File: config.mk
export PLATFORM = sky130hd
export DESIGN_NAME = systolic_result_collector_2x2
export DESIGN_NICKNAME = d
export VERILOG_FILES = /design/src/rtl/systolic_pkg.sv /design/src/rtl/systolic_result_collector_2x2.sv
export SDC_FILE = /design/constraint.sdc
export NUM_CORES = 1
export LEC_CHECK = 0
export ABC_AREA = 1
export CAP_MARGIN = 0
export CORE_MARGIN = 10
export CORE_UTILIZATION = 53
export DETAILED_ROUTE_END_ITERATION = 12
export PLACE_DENSITY = 0.88
export REMOVE_ABC_BUFFERS = 1
export SLEW_MARGIN = 20
export SYNTH_ARGS = -nofsm -noshare
export SYNTH_HDL_FRONTEND = slang
export SYNTH_SLANG_ARGS = --single-unit
export TNS_END_PERCENT = 100
File: constraint.sdc
create_clock -name clk -period 6.7 [get_ports clk]
set_input_delay 1.005 -clock clk [delete_from_list [all_inputs] [get_ports clk]]
set_output_delay 1.005 -clock clk [all_outputs]
set_load 0.02 [all_outputs]
File: src/rtl/systolic_pkg.sv
// Shared definitions for the 2x2 systolic multiplier blocks: matrix size,
// default word width, collector state encoding and element indices.
package systolic_pkg;

  localparam int DATA_W_DEFAULT = 32;
  localparam int N              = 2;
  localparam int NUM_ELEMS      = N * N;

  localparam logic [1:0] IDX_C00 = 2'd0;
  localparam logic [1:0] IDX_C01 = 2'd1;
  localparam logic [1:0] IDX_C10 = 2'd2;
  localparam logic [1:0] IDX_C11 = 2'd3;

  typedef enum logic [1:0] {
    IDLE  = 2'd0,
    WAIT  = 2'd1,
    DRAIN = 2'd2,
    DONE  = 2'd3
  } state_t;

endpackage

File: src/rtl/systolic_result_collector_2x2.sv
// Waits a fixed settle time after start, snapshots the four PE accumulators
// and drains them row-major over a valid/ready stream, then pulses done.
module systolic_result_collector_2x2
  import systolic_pkg::*;
#(
  parameter int DATA_W        = DATA_W_DEFAULT,
  parameter int SETTLE_CYCLES = 5
) (
  input  logic              clk,
  input  logic              rst,
  input  logic              start,
  input  logic [DATA_W-1:0] c00,
  input  logic [DATA_W-1:0] c01,
  input  logic [DATA_W-1:0] c10,
  input  logic [DATA_W-1:0] c11,
  output logic [DATA_W-1:0] out_data,
  output logic [1:0]        out_idx,
  output logic              out_valid,
  output logic              out_last,
  input  logic              out_ready,
  output logic              busy,
  output logic              done
);

  localparam logic [7:0] SETTLE_LAST = 8'(SETTLE_CYCLES - 1);

  state_t            state;
  state_t            state_next;
  logic [7:0]        cnt;
  logic [1:0]        idx;
  logic [DATA_W-1:0] shadow [NUM_ELEMS];
  logic              settled;
  logic              fire;

  assign settled = (state == WAIT) && (cnt == SETTLE_LAST);
  assign fire    = out_valid && out_ready;

  always_ff @(posedge clk) begin
    if (rst) begin
      state <= IDLE;
      cnt   <= '0;
      idx   <= IDX_C00;
      for (int i = 0; i < NUM_ELEMS; i++) begin
        shadow[i] <= '0;
      end
    end else begin
      state <= state_next;
      case (state)
        IDLE: begin
          if (start) begin
            cnt <= '0;
          end
        end
        WAIT: begin
          cnt <= cnt + 8'd1;
          // Snapshot is taken once; later accumulator activity cannot disturb the drain.
          if (settled) begin
            shadow[IDX_C00] <= c00;
            shadow[IDX_C01] <= c01;
            shadow[IDX_C10] <= c10;
            shadow[IDX_C11] <= c11;
            idx             <= IDX_C00;
          end
        end
        DRAIN: begin
          if (fire) begin
            idx <= idx + 2'd1;
          end
        end
        default: ;
      endcase
    end
  end

  always_comb begin
    state_next = state;
    case (state)
      IDLE:    if (start) state_next = WAIT;
      WAIT:    if (settled) state_next = DRAIN;
      DRAIN:   if (fire && idx == IDX_C11) state_next = DONE;
      DONE:    state_next = IDLE;
      default: state_next = IDLE;
    endcase
  end

  // Outputs depend only on registered state, so out_ready never reaches out_valid.
  always_comb begin
    out_valid = (state == DRAIN);
    out_idx   = idx;
    out_last  = out_valid && (idx == IDX_C11);
    out_data  = out_valid ? shadow[idx] : '0;
    busy      = (state != IDLE);
    done      = (state == DONE);
  end

endmodule
# After elaboration in Yosys (flattened, before gate mapping)
# Memories as Yosys holds them, arrays and structs flattened. A register that Yosys moved wholly into a read port is not among the register bits.
# Cells that the tools add are included.
[totals] latchBits=0 n_memories=1 ramBits=128 romBits=0 regBits=12 word_cells=52
[memory_table] memory="shadow" words=4 width=32 read_ports=1 rd_ports_with_merged_regs=1 wr=4 line_no="systolic_result_collector_2x2.sv:31" source="logic [DATA_W-1:0] shadow [NUM_ELEMS];"
[classes] n_mux=22 n_div=0 n_mul=0 bitwise=4 shift=0 n_reduce_logical=11 eq_ne=9 magnitude_cmp=0 addsub=2
[ops] operator="two-way mux 32 bit" n=5
[ops] operator="case mux 8 bit (2 select lines)" n=1
[ops] operator="two-way mux 2 bit" n=7
[ops] operator="adder 8 x 1 -> 8 bit (second input constant)" n=1
[ops] operator="== test 8 x 3 -> 1 bit (second input constant)" n=1
[ops] operator="two-way mux 8 bit" n=1
[ops] operator="case mux 2 bit (4 select lines)" n=1
[ops] operator="== test 2 bit (second input constant)" n=3
[ops] operator="two-way mux 1 bit" n=6
[ops] operator="AND reduction 3 bit" n=2
[ops] operator="nonzero test 2 bit" n=3
[ops] operator="logical AND 1 bit" n=4
[ops] operator="inequality test 2 x 1 -> 1 bit (second input constant)" n=2
[ops] operator="inequality test 2 bit (second input constant)" n=2
[ops] operator="OR 1 bit" n=4
[ops] operator="case mux 2 bit (2 select lines)" n=1
[ops] operator="adder 2 x 1 -> 2 bit (second input constant)" n=1
[ops] operator="== test 2 x 1 -> 1 bit (second input constant)" n=1
[ops] operator="zero test 2 bit" n=1
[ops] operator="AND reduction 2 bit" n=1

# Depth between registers and ports, before layout
# Gate-level depths: netlist of run 1.
[depth] ltp_word=7 depth_mapped=11 depth_no_buf=11

# Worst setup path after synthesis of run 1
# Ideal clock, no wire load.
[synth_timing] kind="in2reg" start="in rst" end="mem shadow[0][0] (netlist bit), enable pin" t_required_ps=5580 setup_slack_ps=2333 stages=2 path_buffers=0 setup_ps=1120 arrival_ps=3247 cell_sequence="inv_1 -> nand2_1"
[synth_rtl] item="start: declaration" line_no="systolic_result_collector_2x2.sv:10" source="input logic rst,"
[synth_rtl] item="end: declaration" line_no="systolic_result_collector_2x2.sv:31"

==> results.json, run 1 <==
{
  "synth_top_area_cell": "edfxtp_1",
  "grtUsageTotal_pct": 18.7,
  "synth_edf_count": 128,
  "leakage_uw": 0.00402,
  "start_util_pct": 53.9,
  "post-route-min-period_ps": 3890,
  "cts_max_level": 4,
  "min_path_cells": 2,
  "cp_max_fo": 33,
  "path_class": "flip-flop to primary output",
  "status": "finished, final reports clean",
  "ant_nets": 0,
  "synthMostInstantiatedCell": "nor2_1",
  "hold_slack_ps": 490,
  "cts_buffer_depth": 2,
  "drc": 0,
  "synth_seq_cells": 142,
  "crit_slowest_cell": "clkinv_1",
  "grt_max_degree": 75,
  "grt-ovfl-total": 0,
  "die-width_um": 133,
  "ir_worst_vdd_mv": 0.259,
  "core_area_mm2": 0.0126,
  "rsz0062_at_grt": "no",
  "power_density_mw_per_mm2": 301,
  "grt_first_pass_wirelength_mm": 26.4,
  "drv_slew": 0,
  "cp.depth": 5,
  "clk_pin_slew_ps": 60,
  "dr.pass1.iters": 5,
  "io_pins": 170,
  "first_global_vias": 5347,
  "antenna_found_initial": 0,
  "fin_crit_sh_pct": 58.1,
  "ys_types": 22,
  "wl_per_cell_um": 15.4,
  "worstPathArrival_ps": 2890,
  "path_buf_inv": 3,
  "ff2ff_path_depth": 7,
  "max_slew_margin_pct": 41.4,
  "drive_gt1_share_pct": 4.60,
  "syn_to_final_growth_pct": 35.0,
  "first_iter_violations": 390,
  "wl_mm": 17.0,
  "num_rows": 41,
  "ys.flop_type": "edfxtp_1",
  "cp.required_ps": 5690,
  "cts.repair.resized": 0,
  "num_vias": 5421,
  "synthTopCellsByArea": "edfxtp_1 (56%), nor2_1 (15%), inv_1 (8.2%), o21ai_0 (4.8%), dfxtp_1 (4.1%)",
  "setup_violations": 0,
  "clock.fmax_mhz": 257,
  "dpl.hpwl_mm": 11.2,
  "cts_buffers": 17,
  "tightest_slew_ps": 879,
  "hold_violations": 0,
  "yosys.area.top_type_share_pct": 56.5,
  "worst_path_largest_cell_delay_ps": 650,
  "port_buffers": 169,
  "numClockSinks": 142,
  "setup_slack_ps": 2810,
  "globalplace.congestion": 0.842,
  "synth_warnings": 0,
  "syn-instance-count": 763,
  "tns_ps": 0,
  "syn_avg_cell_area_um2": 8.92,
  "dp_slack_ps": 3150,
  "syn-cell-area_mm2": 0.00680,
  "cp-start-kind": "flip-flop",
  "clock_skew_ps": 9.53,
  "synthTopCellsByCount": "nor2_1 (277), inv_1 (149), edfxtp_1 (128)",
  "ys_seq_area_share_pct": 60.6,
  "post_cts_buffers": 0,
  "synthArstFlopShare_pct": 0,
  "die_h_um": 133,
  "cts_root_buffer": "clkbuf_16",
  "hp-class": "flip-flop to flip-flop",
  "postCtsHoldBufs": 0,
  "endpoint_kind": "primary output",
  "cts_tree": "built",
  "critPathTopFamily": "buffers and inverters",
  "die-area_mm2": 0.0178,
  "fin_nets": 1061,
  "path_cells": "clkinv_1, buf_4, o21ai_0, a21oi_1, clkdlybuf4s50_1",
  "vias_per_cell": 4.90,
  "clk_latency_ps": 420,
  "drv_cap": 0,
  "antennaDiodeCount": 0
}
==> path summary, 6_finish.rpt <==
check                           slack (ps)      start            end
worst max-delay path                  2810  flip-flop   out_data[25]
worst max register to register        3850     cnt[0]  shadow[1][16]
worst min-delay path                   490     cnt[4]         cnt[4]
worst min register to register         490     cnt[4]         cnt[4]
==> through the flow <==
step / util (%) / cells / area, um^2 / total power (uW)
finish: 72.8 / 1106 / 9190 / 2760
global route: 72.8 / 1106 / 9190 / 2890
CTS: 72.8 / 1106 / 9190 / 2780
detailed placement: 67.6 / 1074 / 8530 / 1760
global placement: 67.6 / 1074 / 8530 / 1740
floorplan: - / 726 / 6550 / 1430
==> per-layer routing <==
metal	wire length, um	track usage [%]	up-vias
met3	1250	5.98	44
met1	6240	19.0	2501
met4	723	10.3	0
li1	-	-	2685
met5	0	0	-
met2	8840	33.3	191
==> placed cells by master, fill, tap and decap left out, types with 2 or more instances in the layout <==
cell type / count
bufinv_16: 4
edfxtp_1: 128
nand3_1: 7
inv_1: 149
o21ai_1: 2
nor2_1: 277
o21ai_0: 65
clkdlybuf4s50_1: 169
buf_4: 7
dfxtp_1: 13
clkbuf_16: 17
xor2_1: 2
clkbuf_8: 5
a21oi_1: 39
nand2_1: 27
ha_1: 8
clkinvlp_4: 3
==> flip-flops by register name, summed over array words and instances (netlist names), named ones only <==
name     cells
out_idx      2
cnt          8
shadow     128
state        2
==> cell type report <==
type                    instances  area, um^2
well taps                     172         215
inverters                     150         563
repair buffers                176        1740
clock buffers                  23         498
multi-input cells             434        1890
flip-flops and latches        142        4130
clock inverters                 9         156
fillers                       920        3430
==> worst min-delay path, stage by stage (launching register included) <==
cell and delay [ps]:
dfxtp_1 320, inv_1 70, a21oi_1 60
==> where the power goes <==
group          leakage, uW  switching [uW]  internal, uW
logic              0.00227             430           280
registers          0.00144            21.5          1010
clock network     0.000312             352           673
total              0.00402             804          1960
==> logic make-up after synthesis <==
kind of cell / count (synthesis) / synth area share [%]
adders and majority gates: 8 / 1.47
buffers and inverters: 187 / 12.0
and+or+nand+nor: 317 / 17.8
AOI/OAI and AO/OA: 107 / 7.91
DFF: 142 / 60.6
xor gates and xnor gates: 2 / 0.257
(Power assumes the default switching activity.)
==> inputs of run 2 (changes only) <==
- CORE_UTILIZATION: 53 -> 45
- PLACE_DENSITY: 0.88 -> 0.8
- clock period: 6.7 -> 3.3 ns (I/O delays scaled with it)
==> results.json, run 2 (synthesis results as in run 1) <==
{
  "ant_nets": 0,
  "first_iter_violations": 320,
  "num_vias": 5343,
  "top_regs": "shadow: 128 flops, cnt: 8 flops",
  "routed.top_layer": "met4",
  "cp_max_fo": 28,
  "rsz0062_at_grt": "no",
  "tns_ps": 0,
  "grt_first_pass_wirelength_mm": 26.8,
  "start_util_pct": 46.3,
  "grtUsageTotal_pct": 16.8,
  "die_h_um": 143,
  "clk_latency_ps": 420,
  "status": "finished, final reports clean",
  "hold_violations": 0,
  "leakage_uw": 0.00400,
  "largest_register": "shadow",
  "cts_max_level": 4,
  "path_class": "flip-flop to primary output",
  "power_density_mw_per_mm2": 572,
  "cts_buffers": 17,
  "port_buffers": 169,
  "dp.cells": 1090,
  "endpoint_kind": "primary output",
  "stdcell_count": 1123,
  "numClockSinks": 142,
  "num_rows": 44,
  "grt-ovfl-total": 0,
  "die-width_um": 143,
  "ir_worst_vdd_mv": 0.436,
  "hp-class": "flip-flop to flip-flop",
  "cts_tree": "built",
  "hold_slack_ps": 507,
  "grt_max_degree": 82,
  "first_global_vias": 5379,
  "fin_crit_sh_pct": 94.0,
  "die-area_mm2": 0.0204,
  "setup_slack_ps": 197,
  "max_slew_margin_pct": 31.5,
  "fin_nets": 1065,
  "drv_cap": 0,
  "syn_to_final_growth_pct": 34.5,
  "cp-start-kind": "flip-flop",
  "placed_area_mm2": 0.00863,
  "vias_per_cell": 4.76,
  "wl_met3_mm": 1.40,
  "setup_violations": 0,
  "final_cell_mix": "nor2_1 (277), clkdlybuf4s50_1 (169), inv_1 (149), edfxtp_1 (128), o21ai_0 (65)",
  "clk_pin_slew_ps": 60,
  "wl_mm": 17.3,
  "globalplace.congestion": 0.779,
  "postCtsHoldBufs": 0,
  "worstPathArrival_ps": 2610,
  "drv_slew": 0,
  "cts.repair.resized": 0,
  "tightest_slew_ps": 1030,
  "final_common_cell": "nor2_1",
  "core_area_mm2": 0.0147,
  "io_pins": 170,
  "wl_met2_mm": 8.82,
  "antenna_found_initial": 0,
  "wl_per_cell_um": 15.4,
  "dr.pass1.iters": 5,
  "cts_buffer_depth": 2,
  "postLayoutCellArea_mm2": 0.00915,
  "largest_reg_flops": 128,
  "dp_slack_ps": 605,
  "cp.required_ps": 2800,
  "post_cts_buffers": 0,
  "clock.fmax_mhz": 322,
  "dpl.hpwl_mm": 11.8,
  "drc": 0,
  "post-route-min-period_ps": 3100,
  "cts_root_buffer": "clkbuf_16",
  "drive_gt1_share_pct": 4.69,
  "met1Wirelength_mm": 6.88,
  "clock_skew_ps": 11.0
}
==> run 2: cell types whose count changed in the layout (fill, tap and decap cells not counted), sizes merged <==
cell / change
inv: +1
clkinv: +3
diode: +1
clkbuf: +2
buf: +4
bufinv: -4
clkinvlp: -2
==> run 2: path summary, 6_finish.rpt <==
check / from / to / slack (ps) / depth (start not counted)
max: flip-flop / out_data[9] / 200 / 6
min: cnt[0] / cnt[0] / 510 / 1
max reg2reg: cnt[0] / shadow[0][11] / 1150 / 7
min reg2reg: cnt[0] / cnt[0] / 510 / 1
==> run 2: final cells by class <==
type	instances	area, um^2
well taps	184	230
fillers	1227	5550
multi-input cells	434	1890
clock buffers	25	475
diodes	1	2.50
flip-flops and latches	142	4130
clock inverters	7	41.3
repair buffers	180	1820
inverters	150	563
==> run 2: layer usage <==
metal	GRT usage (%)	vias up
met5	0	-
met4	5.81	0
met3	6.00	16
met2	28.6	170
met1	19.0	2458
li1	-	2699
==> run 2: report_power, final <==
part	internal [uW]	switching (uW)	leakage, uW
clock network	994	687	0.000255
logic	595	859	0.00231
registers	2040	60.5	0.00144
==> run 2: through the flow <==
step	utilization (%)	total power (uW)
after detailed placement	58.7	3600
after global placement	58.7	3590
after CTS	62.2	5290
after global routing	62.2	5520
final	62.2	5240
after floorplan	-	2900
==> run 2: critical path: stages, from the launching register on <==
cell	delay [ps]
dfxtp_2	700
buf_4	380
nor2_1	80
nor2_1	80
o21ai_0	150
a21oi_1	160
clkdlybuf4s50_1	630
==> inputs of run 3 (changes only) <==
- GPL_TIMING_DRIVEN: default -> 0
==> results.json, run 3 (synthesis results as in run 1) <==
{
  "p_seq_share_pct": 40.7,
  "hold_start": "cnt[4]",
  "largest_reg_flops": 128,
  "cts_buffer_depth": 2,
  "tightest_slew_ps": 728,
  "clk_latency_ps": 410,
  "die_h_um": 143,
  "grtUsageTotal_pct": 16.3,
  "grt-ovfl-total": 0,
  "max_slew_margin_pct": 51.4,
  "tns_ps": 0,
  "path_class": "flip-flop to primary output",
  "num_vias": 5230,
  "cts_max_level": 4,
  "drive_gt1_share_pct": 4.18,
  "drv_slew": 0,
  "hold_slack_ps": 501,
  "fillCellCount": 1215,
  "setup_violations": 0,
  "rrSetupSlack_ps": 960,
  "cp-start-kind": "flip-flop",
  "first_global_vias": 5151,
  "port_buffers": 169,
  "die-area_mm2": 0.0204,
  "intPower_uw": 3650,
  "wl_per_cell_um": 15.0,
  "endpoint_kind": "primary output",
  "cts_buffers": 17,
  "swShare_pct": 30.4,
  "grt_most_used_layer": "met2",
  "hold_violations": 0,
  "power_frac_comb_pct": 27.1,
  "use_met1_pct": 17.8,
  "holdPathEnd": "cnt[4]",
  "final_common_cell": "nor2_1",
  "syn_to_final_growth_pct": 35.0,
  "first_iter_violations": 291,
  "ir_worst_vdd_mv": 0.558,
  "dr.pass1.iters": 4,
  "fin_crit_sh_pct": 92.1,
  "vias_per_cell": 4.68,
  "postLayoutCellArea_mm2": 0.00919,
  "hp-class": "flip-flop to flip-flop",
  "antenna_found_initial": 0,
  "core_area_mm2": 0.0147,
  "post_cts_buffers": 0,
  "final_cell_mix": "nor2_1 (277), clkdlybuf4s50_1 (169), inv_1 (147), edfxtp_1 (128), o21ai_0 (65)",
  "power_density_mw_per_mm2": 571,
  "cts_root_buffer": "clkbuf_16",
  "wl_mm": 16.8,
  "cp_max_fo": 32,
  "globalplace.congestion": 0.775,
  "worstPathArrival_ps": 2540,
  "placed_area_mm2": 0.00866,
  "cp.required_ps": 2800,
  "ff2ff_path_depth": 8,
  "largest_register": "shadow",
  "rr_startpoint": "cnt[0]",
  "top_regs": "shadow: 128 flops, cnt: 8 flops",
  "met3_usage_pct": 6.10,
  "grt_first_pass_wirelength_mm": 26.2,
  "min_path_cells": 2,
  "fin_nets": 1061,
  "cts_tree": "built",
  "start_util_pct": 46.3,
  "rsz0062_at_grt": "no",
  "io_pins": 170,
  "drc": 0,
  "die-width_um": 143,
  "gr-usage-met2_pct": 28.3,
  "power.switching_uw": 1590,
  "num_rows": 44,
  "leakage_uw": 0.00400,
  "dpl.hpwl_mm": 11.3,
  "status": "finished, final reports clean",
  "clk_pin_slew_ps": 60,
  "clock_skew_ps": 6.63,
  "clock.fmax_mhz": 329,
  "drv_cap": 0,
  "ant_nets": 0,
  "power_frac_clock_pct": 32.3,
  "p_total_uw": 5240,
  "numClockSinks": 142,
  "grt_max_degree": 62,
  "post-route-min-period_ps": 3040,
  "r2r_end": "shadow[2][13]"
}
[run 3: cell count changes in the layout (fill, tap and decap cells not counted), sizes merged]
cell / before / now
buf: 11 / 7
clkbuf: 25 / 22
bufinv: 0 / 1
clkinvlp: 1 / 2
[run 3: per-layer routing]
metal / vias up / part of all wire, %
met2: 134 / 51
met1: 2386 / 39
li1: 2693 / -
met5: - / 0
met3: 17 / 8.0
met4: 0 / 1.6
[run 3: worst max-delay path by stage]
stage,from,end,cells after the start
finish,state[0],out_data[8],5
detailed placement,flip-flop,out_data[8],6
global route,state[0],out_data[25],5
floorplan,cnt[0],shadow[0][0],6
CTS,flip-flop,out_data[8],6
global placement,flip-flop,out_data[20],4
[run 3: final cells by class]
cell class	count	area, um^2	area share [%]
multi-input combinational	434	1890	20.5
timing repair buffer	176	1850	20.2
tap	184	230	2.51
clock buffer	22	444	4.84
clock inverter	9	71.3	0.776
inverter	150	568	6.18
sequential	142	4130	44.9
antenna	1	2.50	0.0272
[run 3: repair_timing]
item                       CTS  global route
hold buffers                 0             0
gates resized for setup      0             3
setup endpoints to repair    0             2
[run 3: worst max-delay path, cell delays in order, from the launching register on]
cell and delay (ps):
dfxtp_1 390, inv_1 100, ha_1 310, inv_2 580, a21oi_1 150, clkdlybuf4s50_1 590
[run 3: power by group through the flow]
stage | sequential, uW | combinational [uW] | clock [uW]
2_1_floorplan | 2180 | 718 | 0
3_3_place_gp | 2250 | 1300 | 0
3_5_place_dp | 2170 | 1440 | 0
4_1_cts | 2130 | 1450 | 1730
5_1_grt | 2150 | 1580 | 1820
6_report | 2130 | 1420 | 1690
[run 3: metrics by stage]
step                      setup slack [ps]  utilization [%]  std cells
after floorplan                       -727                -        726
after global placement               -3260             57.7       1079
after detailed placement               525             58.9       1086
after CTS                             65.2             62.5       1117
after global routing                   112             62.5       1117
final                                  261             62.5       1118
